===== src/rtl/rice_preproc_if.sv =====
// Handshake and data bundle between a block source and the Rice unit-delay preprocessor.
interface rice_preproc_if;
    logic         start;
    logic [5:0]   j;
    logic [319:0] xin;
    logic [9:0]   xref;
    logic [319:0] symbol;
    logic         busy;
    logic         done;

    modport slave  (input start, j, xin, output xref, symbol, busy, done);
    modport master (output start, j, xin, input xref, symbol, busy, done);
endinterface


===== src/rtl/rice_preproc.sv =====
// Forward CCSDS-121 unit-delay preprocessor: maps each sample against its predecessor,
// producing one mapped residual per clock after a block is accepted.
module rice_preproc (
    input  logic          clk,
    input  logic          reset,
    rice_preproc_if.slave bus
);
    typedef enum logic [1:0] {IDLE, RUN, DONE} state_t;

    state_t      state_q, state_d;
    logic [5:0]  count_q, count_d;
    logic        busy_q, busy_d;
    logic        done_q, done_d;
    logic [5:0]  jeff_q;
    logic [5:0]  jeffIn;
    logic [9:0]  xref_q;
    logic [9:0]  sample_q [32];
    logic [9:0]  slot_q [32];
    logic        accept;
    logic [4:0]  slotIdx;
    logic [9:0]  mapped;

    // Residuals inside +/-theta interleave as 0,1,2,...; larger ones sit above 2*theta.
    function automatic logic [9:0] mapResidual(input logic [9:0] cur, input logic [9:0] prev);
        logic signed [11:0] delta;
        logic [9:0]         theta;
        logic [10:0]        mag;
        logic [9:0]         result;
        delta = $signed({2'b00, cur}) - $signed({2'b00, prev});
        theta = (prev < (10'd1023 - prev)) ? prev : (10'd1023 - prev);
        mag   = delta[11] ? 11'(-delta) : delta[10:0];
        if (!delta[11] && (mag <= {1'b0, theta})) begin
            result = 10'(mag << 1);
        end else if (delta[11] && (mag <= {1'b0, theta})) begin
            result = 10'((mag << 1) - 11'd1);
        end else begin
            result = 10'({1'b0, theta} + mag);
        end
        return result;
    endfunction

    assign jeffIn  = ((bus.j == 6'd0) || (bus.j > 6'd32)) ? 6'd32 : bus.j;
    assign accept  = (state_q == IDLE) && bus.start;
    assign slotIdx = count_q[4:0];
    assign mapped  = mapResidual(sample_q[slotIdx], sample_q[slotIdx - 5'd1]);

    always_ff @(posedge clk or negedge reset) begin
        if (!reset) begin
            state_q <= IDLE;
            count_q <= 6'd0;
            busy_q  <= 1'b0;
            done_q  <= 1'b0;
        end else begin
            state_q <= state_d;
            count_q <= count_d;
            busy_q  <= busy_d;
            done_q  <= done_d;
        end
    end

    always_comb begin
        state_d = state_q;
        count_d = count_q;
        case (state_q)
            IDLE: begin
                if (bus.start) begin
                    count_d = 6'd1;
                    state_d = (jeffIn == 6'd1) ? DONE : RUN;
                end
            end
            RUN: begin
                count_d = count_q + 6'd1;
                if (count_q == (jeff_q - 6'd1)) begin
                    state_d = DONE;
                end
            end
            DONE:    state_d = IDLE;
            default: state_d = IDLE;
        endcase
    end

    // Flags follow the upcoming state so they appear registered in the same cycle as it.
    always_comb begin
        busy_d = (state_d == RUN);
        done_d = (state_d == DONE);
    end

    always_ff @(posedge clk or negedge reset) begin
        if (!reset) begin
            jeff_q <= 6'd0;
            xref_q <= 10'd0;
            for (int k = 0; k < 32; k++) begin
                sample_q[k] <= 10'd0;
                slot_q[k]   <= 10'd0;
            end
        end else if (accept) begin
            jeff_q <= jeffIn;
            xref_q <= bus.xin[9:0];
            for (int k = 0; k < 32; k++) begin
                sample_q[k] <= bus.xin[k*10 +: 10];
                slot_q[k]   <= 10'd0;
            end
        end else if (state_q == RUN) begin
            slot_q[slotIdx] <= mapped;
        end
    end

    assign bus.xref = xref_q;
    assign bus.busy = busy_q;
    assign bus.done = done_q;

    for (genvar k = 0; k < 32; k++) begin : g_symbol
        assign bus.symbol[k*10 +: 10] = slot_q[k];
    end
endmodule


===== src/flat_wrapper.sv =====
// flat-port wrapper written by rule: the top's interface ports become plain ports
module rice_preproc_flat 
  (clk, reset, bus_start, bus_j, bus_xin, bus_xref, bus_symbol, bus_busy, bus_done);
  rice_preproc_if bus_i ();
  input  logic clk;
  input  logic reset;
  input wire logic [$bits(bus_i.start)-1:0] bus_start;
  input wire logic [$bits(bus_i.j)-1:0] bus_j;
  input wire logic [$bits(bus_i.xin)-1:0] bus_xin;
  output wire logic [$bits(bus_i.xref)-1:0] bus_xref;
  output wire logic [$bits(bus_i.symbol)-1:0] bus_symbol;
  output wire logic [$bits(bus_i.busy)-1:0] bus_busy;
  output wire logic [$bits(bus_i.done)-1:0] bus_done;
  assign bus_i.start = bus_start;
  assign bus_i.j = bus_j;
  assign bus_i.xin = bus_xin;
  assign bus_xref = bus_i.xref;
  assign bus_symbol = bus_i.symbol;
  assign bus_busy = bus_i.busy;
  assign bus_done = bus_i.done;
  rice_preproc u_core (.clk(clk), .reset(reset), .bus(bus_i));
endmodule

===== config.mk =====
export PLATFORM = sky130hd
export DESIGN_NAME = rice_preproc_flat
export DESIGN_NICKNAME = d
export VERILOG_FILES = /design/src/rtl/rice_preproc_if.sv /design/src/rtl/rice_preproc.sv /design/src/flat_wrapper.sv
export SDC_FILE = /design/constraint.sdc
export NUM_CORES = 2
export LEC_CHECK = 0
export BUFFER_PORTS_ARGS = -buffer_cell sky130_fd_sc_hd__buf_4
export CAP_MARGIN = 5
export CORE_MARGIN = 3
export CORE_UTILIZATION = 33
export CTS_CLUSTER_DIAMETER = 40
export DETAILED_ROUTE_END_ITERATION = 16
export PLACE_DENSITY = 0.62
export SETUP_SLACK_MARGIN = 0.05
export SYNTH_ARGS = -nofsm -noshare
export SYNTH_HDL_FRONTEND = slang
export SYNTH_SLANG_ARGS = --single-unit

===== constraint.sdc =====
create_clock -name clk -period 9.2 [get_ports clk]
set_clock_uncertainty 0.05 [all_clocks]
set_input_delay 1.84 -clock clk [delete_from_list [all_inputs] [get_ports clk]]
set_output_delay 1.84 -clock clk [all_outputs]
set_load 0.005 [all_outputs]

# After elaboration in Yosys (flattened, before gate mapping)
# Index checks and enable logic that the tools add are counted.
word_totals:
  reg_bits: 656
  word_cells: 124
op_classes:
  n_eq_ne: 6
  muxes: 22
  addsub: 8
  bitwise_logic: 2
  reduce_logical: 11
  magnitude_cmp: 6
ops:
  columns: ["op", "count"]
  rows:
  - ["320-bit two-way mux", 2]
  - ["320-bit bitwise mux", 1]
  - ["10-bit binary-select mux with 5-bit select", 2]
  - ["10-bit two-way mux", 8]
  - ["10-bit demux with 5-bit select", 1]
  - ["6-bit >= comparator (second input constant)", 2]
  - ["6-bit two-way mux", 2]
  - ["5-bit NOT with 6-bit output", 2]
  - ["6-bit case mux with 2 select lines", 1]
  - ["11-bit by 10-bit less-or-equal comparator with 1-bit output", 1]
  - ["11-bit two-way mux", 1]
  - ["11-bit negator", 1]
  - ["10-bit by 10-bit subtractor with 11-bit output", 1]
  - ["10-bit adder", 1]
  - ["10-bit less-than comparator", 1]
  - ["10-bit by 1-bit subtractor with 10-bit output (second input constant)", 1]
  - ["10-bit subtractor (first input constant)", 1]
  - ["6-bit by 1-bit adder with 6-bit output (second input constant)", 1]
  - ["6-bit by 1-bit == test with 1-bit output (second input constant)", 1]
  - ["6-bit == test", 1]
  - ["6-bit greater-than comparator (second input constant)", 1]
  - ["6-bit zero test", 1]
  - ["6-bit by 1-bit less-than comparator with 1-bit output (second input constant)", 1]
  - ["2-bit two-way mux", 3]
  - ["other kinds (12)", 17]

# Logic depth before layout (Yosys ltp)
depth:
  ltp_word: 15
  mapped_depth: 37
  depth_no_buf: 27

# Least setup slack after synthesis
# Ideal clock, no wire load.
synth_timing:
  kind: "register to register"
  start: "reg u_core.count_q[0]"
  end: "reg u_core.slot_q (netlist bit u_core.bus.symbol[13])"
  period_less_slack_ns: 9.121
  setup_slack_ns: 0.079
  n_path_buf: 12
  path_stages_with_launch: 36
  arrival_ns: 8.938
  required_ns: 9.017
  path_cell_list: "dfrtp_1 -> clkbuf_1 -> buf_2 -> buf_2 -> buf_1 -> clkbuf_1 -> inv_1 -> ha_1 -> clkbuf_1 -> clkbuf_1 -> mux4_2 -> mux4_2 -> mux2i_1 -> ha_1 -> buf_6 -> nor2b_1 -> a221o_1 -> a211o_1 -> buf_2 -> nor4_2 -> nand2_1 -> nor2_1 -> nor2_1 -> xor2_1 -> ha_1 -> or4b_2 -> o311ai_0 -> o21ai_0 -> o32ai_1 -> or2_1 -> buf_6 -> buf_6 -> nand2_1 -> o21ai_0 -> clkbuf_1 -> o21ai_0"
synth_between:
  elab_chain_cells: 15
  word_cells_on_any_way: 31
  classes_between: "6 x add/sub; 4 x order compare; 15 x mux; 2 x bitwise; 4 x reduce/logical"
synth_lines:
  columns: ["element", "line", "rtl"]
  rows:
  - ["start: declaration", "rice_preproc.sv:11", "logic [5:0] count_q, count_d;"]
  - ["start signal: assignment", "rice_preproc.sv:55", "count_q <= count_d;"]
  - ["5-bit by 1-bit subtractor with 5-bit output", "rice_preproc.sv:45", "assign mapped = mapResidual(sample_q[slotIdx], sample_q[slotIdx - 5'd1]);"]
  - ["5-bit NOT with 6-bit output (implied by the code)", "rice_preproc.sv:45", null]
  - ["10-bit binary-select mux with 5-bit select", "rice_preproc.sv:45", null]
  - ["10-bit two-way mux (implied by the code) (2 in a row)", "rice_preproc.sv:45", null]
  - ["10-bit by 10-bit subtractor with 11-bit output or 10-bit subtractor (tied branches)", "rice_preproc.sv:29, rice_preproc.sv:30", null]
  - ["11-bit negator or 10-bit less-than comparator (tied branches)", "rice_preproc.sv:31, rice_preproc.sv:30", null]
  - ["11-bit two-way mux or 10-bit two-way mux (tied branches)", "rice_preproc.sv:31, rice_preproc.sv:30", null]
  - ["11-bit by 10-bit less-or-equal comparator with 1-bit output", "rice_preproc.sv:32, rice_preproc.sv:34", null]
  - ["1-bit logical AND", "rice_preproc.sv:34", "end else if (delta[11] && (mag <= {1'b0, theta})) begin"]
  - ["10-bit two-way mux", "rice_preproc.sv:34", null]
  - ["10-bit two-way mux", "rice_preproc.sv:32", "if (!delta[11] && (mag <= {1'b0, theta})) begin"]
  - ["320-bit bitwise mux (*)", "rice_preproc.sv:104", "slot_q[slotIdx] <= mapped;"]
  - ["320-bit two-way mux (*)", "rice_preproc.sv:103", "end else if (state_q == RUN) begin"]
  - ["320-bit two-way mux (*)", "rice_preproc.sv:96", "end else if (accept) begin"]
  - ["end signal: indexed assignment", "rice_preproc.sv:104", null]
  - ["end: declaration", "rice_preproc.sv:18", "logic [9:0] slot_q [32];"]
# Mark *: on every way between the ends. The rest lies on a longest branch, timed or not. The select of a mux whose other input is x is not followed.
# A chain may end at the register's enable or synchronous reset.

# Worst setup path in the final report
layout_timing:
  start: "reg u_core.count_q[0]"
  end: "reg u_core.slot_q (netlist bit u_core.bus.symbol[55])"
# Same word-level chain as after synthesis.

==> results <==
- The overall routing resource usage is a little under a quarter.
- The clock latency reported for the late side of the worst-skew pair is ~0.67 ns.
- The actual slew at the worst max-slew pin is 1.13 ns.
- In the routed design, unresolved DRC markers number 0.
- The total die area is 101,000 µm².
- The number of cell rows is between 100 and 150.
- The sequential cells in the finished layout cover a total of 16,400 µm².
- The global placer's final weighted congestion is a little under 0.9.
- After synthesis, the largest family of logic cells by area is simple AND/OR/NAND/NOR gates.
- The synthesized netlist devotes between 10% and 20% of its cell area to simple gates.
- The most used flip-flop cell after synthesis is dfrtp_1.
- After synthesis, the share of cell area in mux cells is a little over an eighth.
- The pin count of the biggest net entering global routing is 210.
- In the synthesized netlist, the number of instances is ~3,200.
- The clock net in this run drives a total of around 660 sinks.
- The number of synthesized flops with an enable pin is 0.
- The length of the first detailed-routing pass in iterations is 5.
- The longest clock path from root to sink contains 3 buffers.
- The worst setup path is captured at a register.
- The global route total overflow is 0.
- From synthesis to final layout, the design area changed by 30.0%.
- The peak fanout along the critical path is 51.
- Summed over all instances, the cell type with the most area after synthesis is dfrtp_1.
- The cell area after technology mapping is around 32,000 µm².
- The overall die height is between 300 and 400 µm.
- The area share of the leading cell type in the synthesized netlist is around half.
- The data arrival time of the critical path is ~8.9 ns.
- The first global-routing pass estimated 177,000 µm of wire.
- The total of warnings raised by yosys is 0.
- The clock tree from TritonCTS is yes.
- The number of vias in the routed layout is roughly 27,000.
- The number of buffers inserted by post-CTS setup repair is 0.
- The count of H-tree levels built during CTS is 3.
- Dividing the detail-routed via count by the number of cells gives about 5.3.
- The compound-cell area share of the yosys netlist is 10.4%.
- In this run the count of I/O pins placed on the die edge is 661.
- The total nets after synthesis is 3,585.
- The adder and majority cell fraction of the synthesized area is approximately 1.5%.
- The detailed-placement wirelength estimate is about 85,000 µm.
- The fraction of the cycle the final worst path needs is 92.1%.
- The initial antenna violation count is 7.
- In the final routed layout, each cell accounts on average for roughly 23 µm.
- Timing would allow up to approximately 120 MHz.
- The max-cap violation count is 0.
- The kind of critical path is register to register.
- The master cell of the clock root buffer is clkbuf_16.
- The final count of pins violating max slew came to 0.
- The share of the synthesized netlist area taken by xor and xnor gates is under 10%.
- Data on the critical path is required at its endpoint by about 9.6 ns.
- Sorting the synthesized cells by area gives the leading types as dfrtp_1, mux4_2, nand2_1.
- The footprint of the multi-input gates is 14,600 µm².
- The CTS buffer count is 101.
- After the last flow step, the layout net total stands at between 4,000 and 5,000.
- The post-route netlist has slightly below 30% of its cells at a drive strength greater than 1.
- The flow ran to the end, and the final reports show no timing, DRC or antenna violations.
- The number of antenna-violating nets in the routed design is 0.
- The via count of the first global-routing pass is 26,900.
- In the synthesized netlist the async set-or-reset flop fraction comes to 100%.
- The setup TNS after final layout is 0 ns.
- In this run, distinct cell masters in the synthesized netlist total about 70.
- The min-delay analysis places its worst path in the category register to register.
- Setup repair after global routing left no endpoint under its margin.
- After the first detailed-routing iteration, the DRC count stood at between 2,000 and 3,000.
- After filler insertion, the fill cell instance count of the layout stands at about 9,000.
- During placement, the flow inserted port buffers numbering 660.
- The die extent in x is ~320 µm.
- Clock-pin slew was measured on the worst setup and hold paths at roughly 0.060 ns.
- The clock period minus worst slack is around 8.5 ns.
- The worst slew slack as a fraction of its limit is about 25%.
- The core footprint is 95,700 µm².
- The post-synthesis sequential element count is approximately 660.
- The initial core utilization is roughly 34%.
- After detailed routing, the total wire length is about 120,000 µm.
- The type of origin of the critical path is a register.
- Setup violations remaining at the end of the flow were counted as 0.
- The number of endpoints with negative hold slack in the final report is 0.
- After synthesis, the mean cell area works out to around 10 µm².
- The cell with the largest stage delay on the worst path is or4b_2.
- The largest incremental delay on the critical path is between 0.6 and 0.7 ns.
- The fraction of the yosys area taken by sequential cells is between 50% and 60%.
## metrics by stage
stage	cell area, µm²	util [%]	instances	hold slack (ns)	setup WS [ns]
final	41700	43.6	5122	0.443	0.726
after global routing	41700	43.6	5121	0.468	0.138
after CTS	41700	43.6	5121	0.448	0.486
after detailed placement	38200	39.9	4931	0.433	0.498
after global placement	38200	39.9	4931	0.427	0.690
after floorplan	32100	-	3218	0.408	0.0787
## final timing paths
path / startpoint / endpoint / slack, ns / cells after the start
max reg2reg: u_core.count_q[0]$_DFFE_PN0P_ / u_core.bus.symbol[55]$_DFFE_PN0P_ / 0.73 / 26
min in group asynchronous: reset / u_core.bus.symbol[160]$_DFFE_PN0P_ / 1.24 / 1
max in group asynchronous: reset / u_core.bus.symbol[251]$_DFFE_PN0P_ / 6.22 / 2
max: u_core.count_q[0]$_DFFE_PN0P_ / u_core.bus.symbol[55]$_DFFE_PN0P_ / 0.73 / 26
min: u_core.bus.symbol[60]$_DFFE_PN0P_ / u_core.bus.symbol[60]$_DFFE_PN0P_ / 0.44 / 2
min reg2reg: u_core.bus.symbol[60]$_DFFE_PN0P_ / u_core.bus.symbol[60]$_DFFE_PN0P_ / 0.44 / 2
## layer usage
layer	GRT usage, %	part of all wire [%]	vias up
met5	0	0.014	-
met4	9.66	4.2	4
met3	4.59	7.6	232
met2	36.7	47	1256
met1	29.9	41	13500
li1	-	-	12300
## final cells by class
| class | count | share of cell area (%) |
|---|---|---|
| Sequential cell | 656 | 39.4 |
| Clock inverter | 68 | 1.73 |
| Antenna cell | 1 | 0.00600 |
| Tap cell | 1265 | 3.80 |
| Clock buffer | 122 | 6.67 |
| Inverter | 30 | 0.270 |
| Timing Repair Buffer | 711 | 13.1 |
| Multi-Input combinational cell | 2269 | 35.0 |
## registers in the layout, indices dropped and copies added, names as in the netlist
| name | count |
|---|---|
| u_core.bus.xref | 10 |
| u_core.bus.done | 1 |
| u_core.count_q | 6 |
| u_core.state_q | 2 |
| u_core.bus.busy | 1 |
| u_core.bus.symbol | 320 |
| u_core.jeff_q | 6 |
| u_core.sample_q | 310 |
## critical path, delay by kind of cell (launching register included)
family / cells / cell delay, ns
AOI/OAI and AO/OA: 7 / 2.24
and+or+nand+nor: 8 / 1.97
adders and majority gates: 3 / 1.24
muxes: 3 / 1.13
buffers and inverters: 4 / 0.85
DFF: 1 / 0.48
xor gates and xnor gates: 1 / 0.19
## synthesized netlist by cell type (20+ instances only)
cell and instances:
a22oi_1 28, a31oi_1 38, nor2_1 61, o21ai_0 254
o21ai_1 34, dfrtp_1 656, nand2_1 1036, xor2_1 20
nand3_1 272, mux4_2 180, a31oi_2 31, xnor2_1 26
a21oi_1 81, clkbuf_1 203, buf_1 27, inv_1 30
ha_1 36
## kinds of logic (layout without fill, tap and decap cells)
family | count (synthesis) | in the layout
xor+xnor | 46 | 46
buf+inv | 293 | 931
fa+ha+maj | 38 | 38
compound gates | 541 | 541
mux | 196 | 196
other cells | 0 | 1
flops | 656 | 656
simple gates | 1448 | 1448
## timing repair
item                                    CTS  global route
hold buffers                              0             0
endpoints found under the setup margin    0            88
resized for setup                         0             1
## cells in the final DEF (no fill, tap or decap), types with 30 or more instances in the layout
master and count:
nand2_1 1035, buf_4 699, dfrtp_1 652, nand3_1 272
o21ai_0 251, mux4_2 180, clkbuf_16 104, a21oi_1 80
nor2_1 61, a31oi_1 38, ha_1 35, o21ai_1 31
inv_1 30, a31oi_2 30
Power is not shown: default switching activity piles up to over one toggle a cycle in this logic, so the estimate is an artifact.
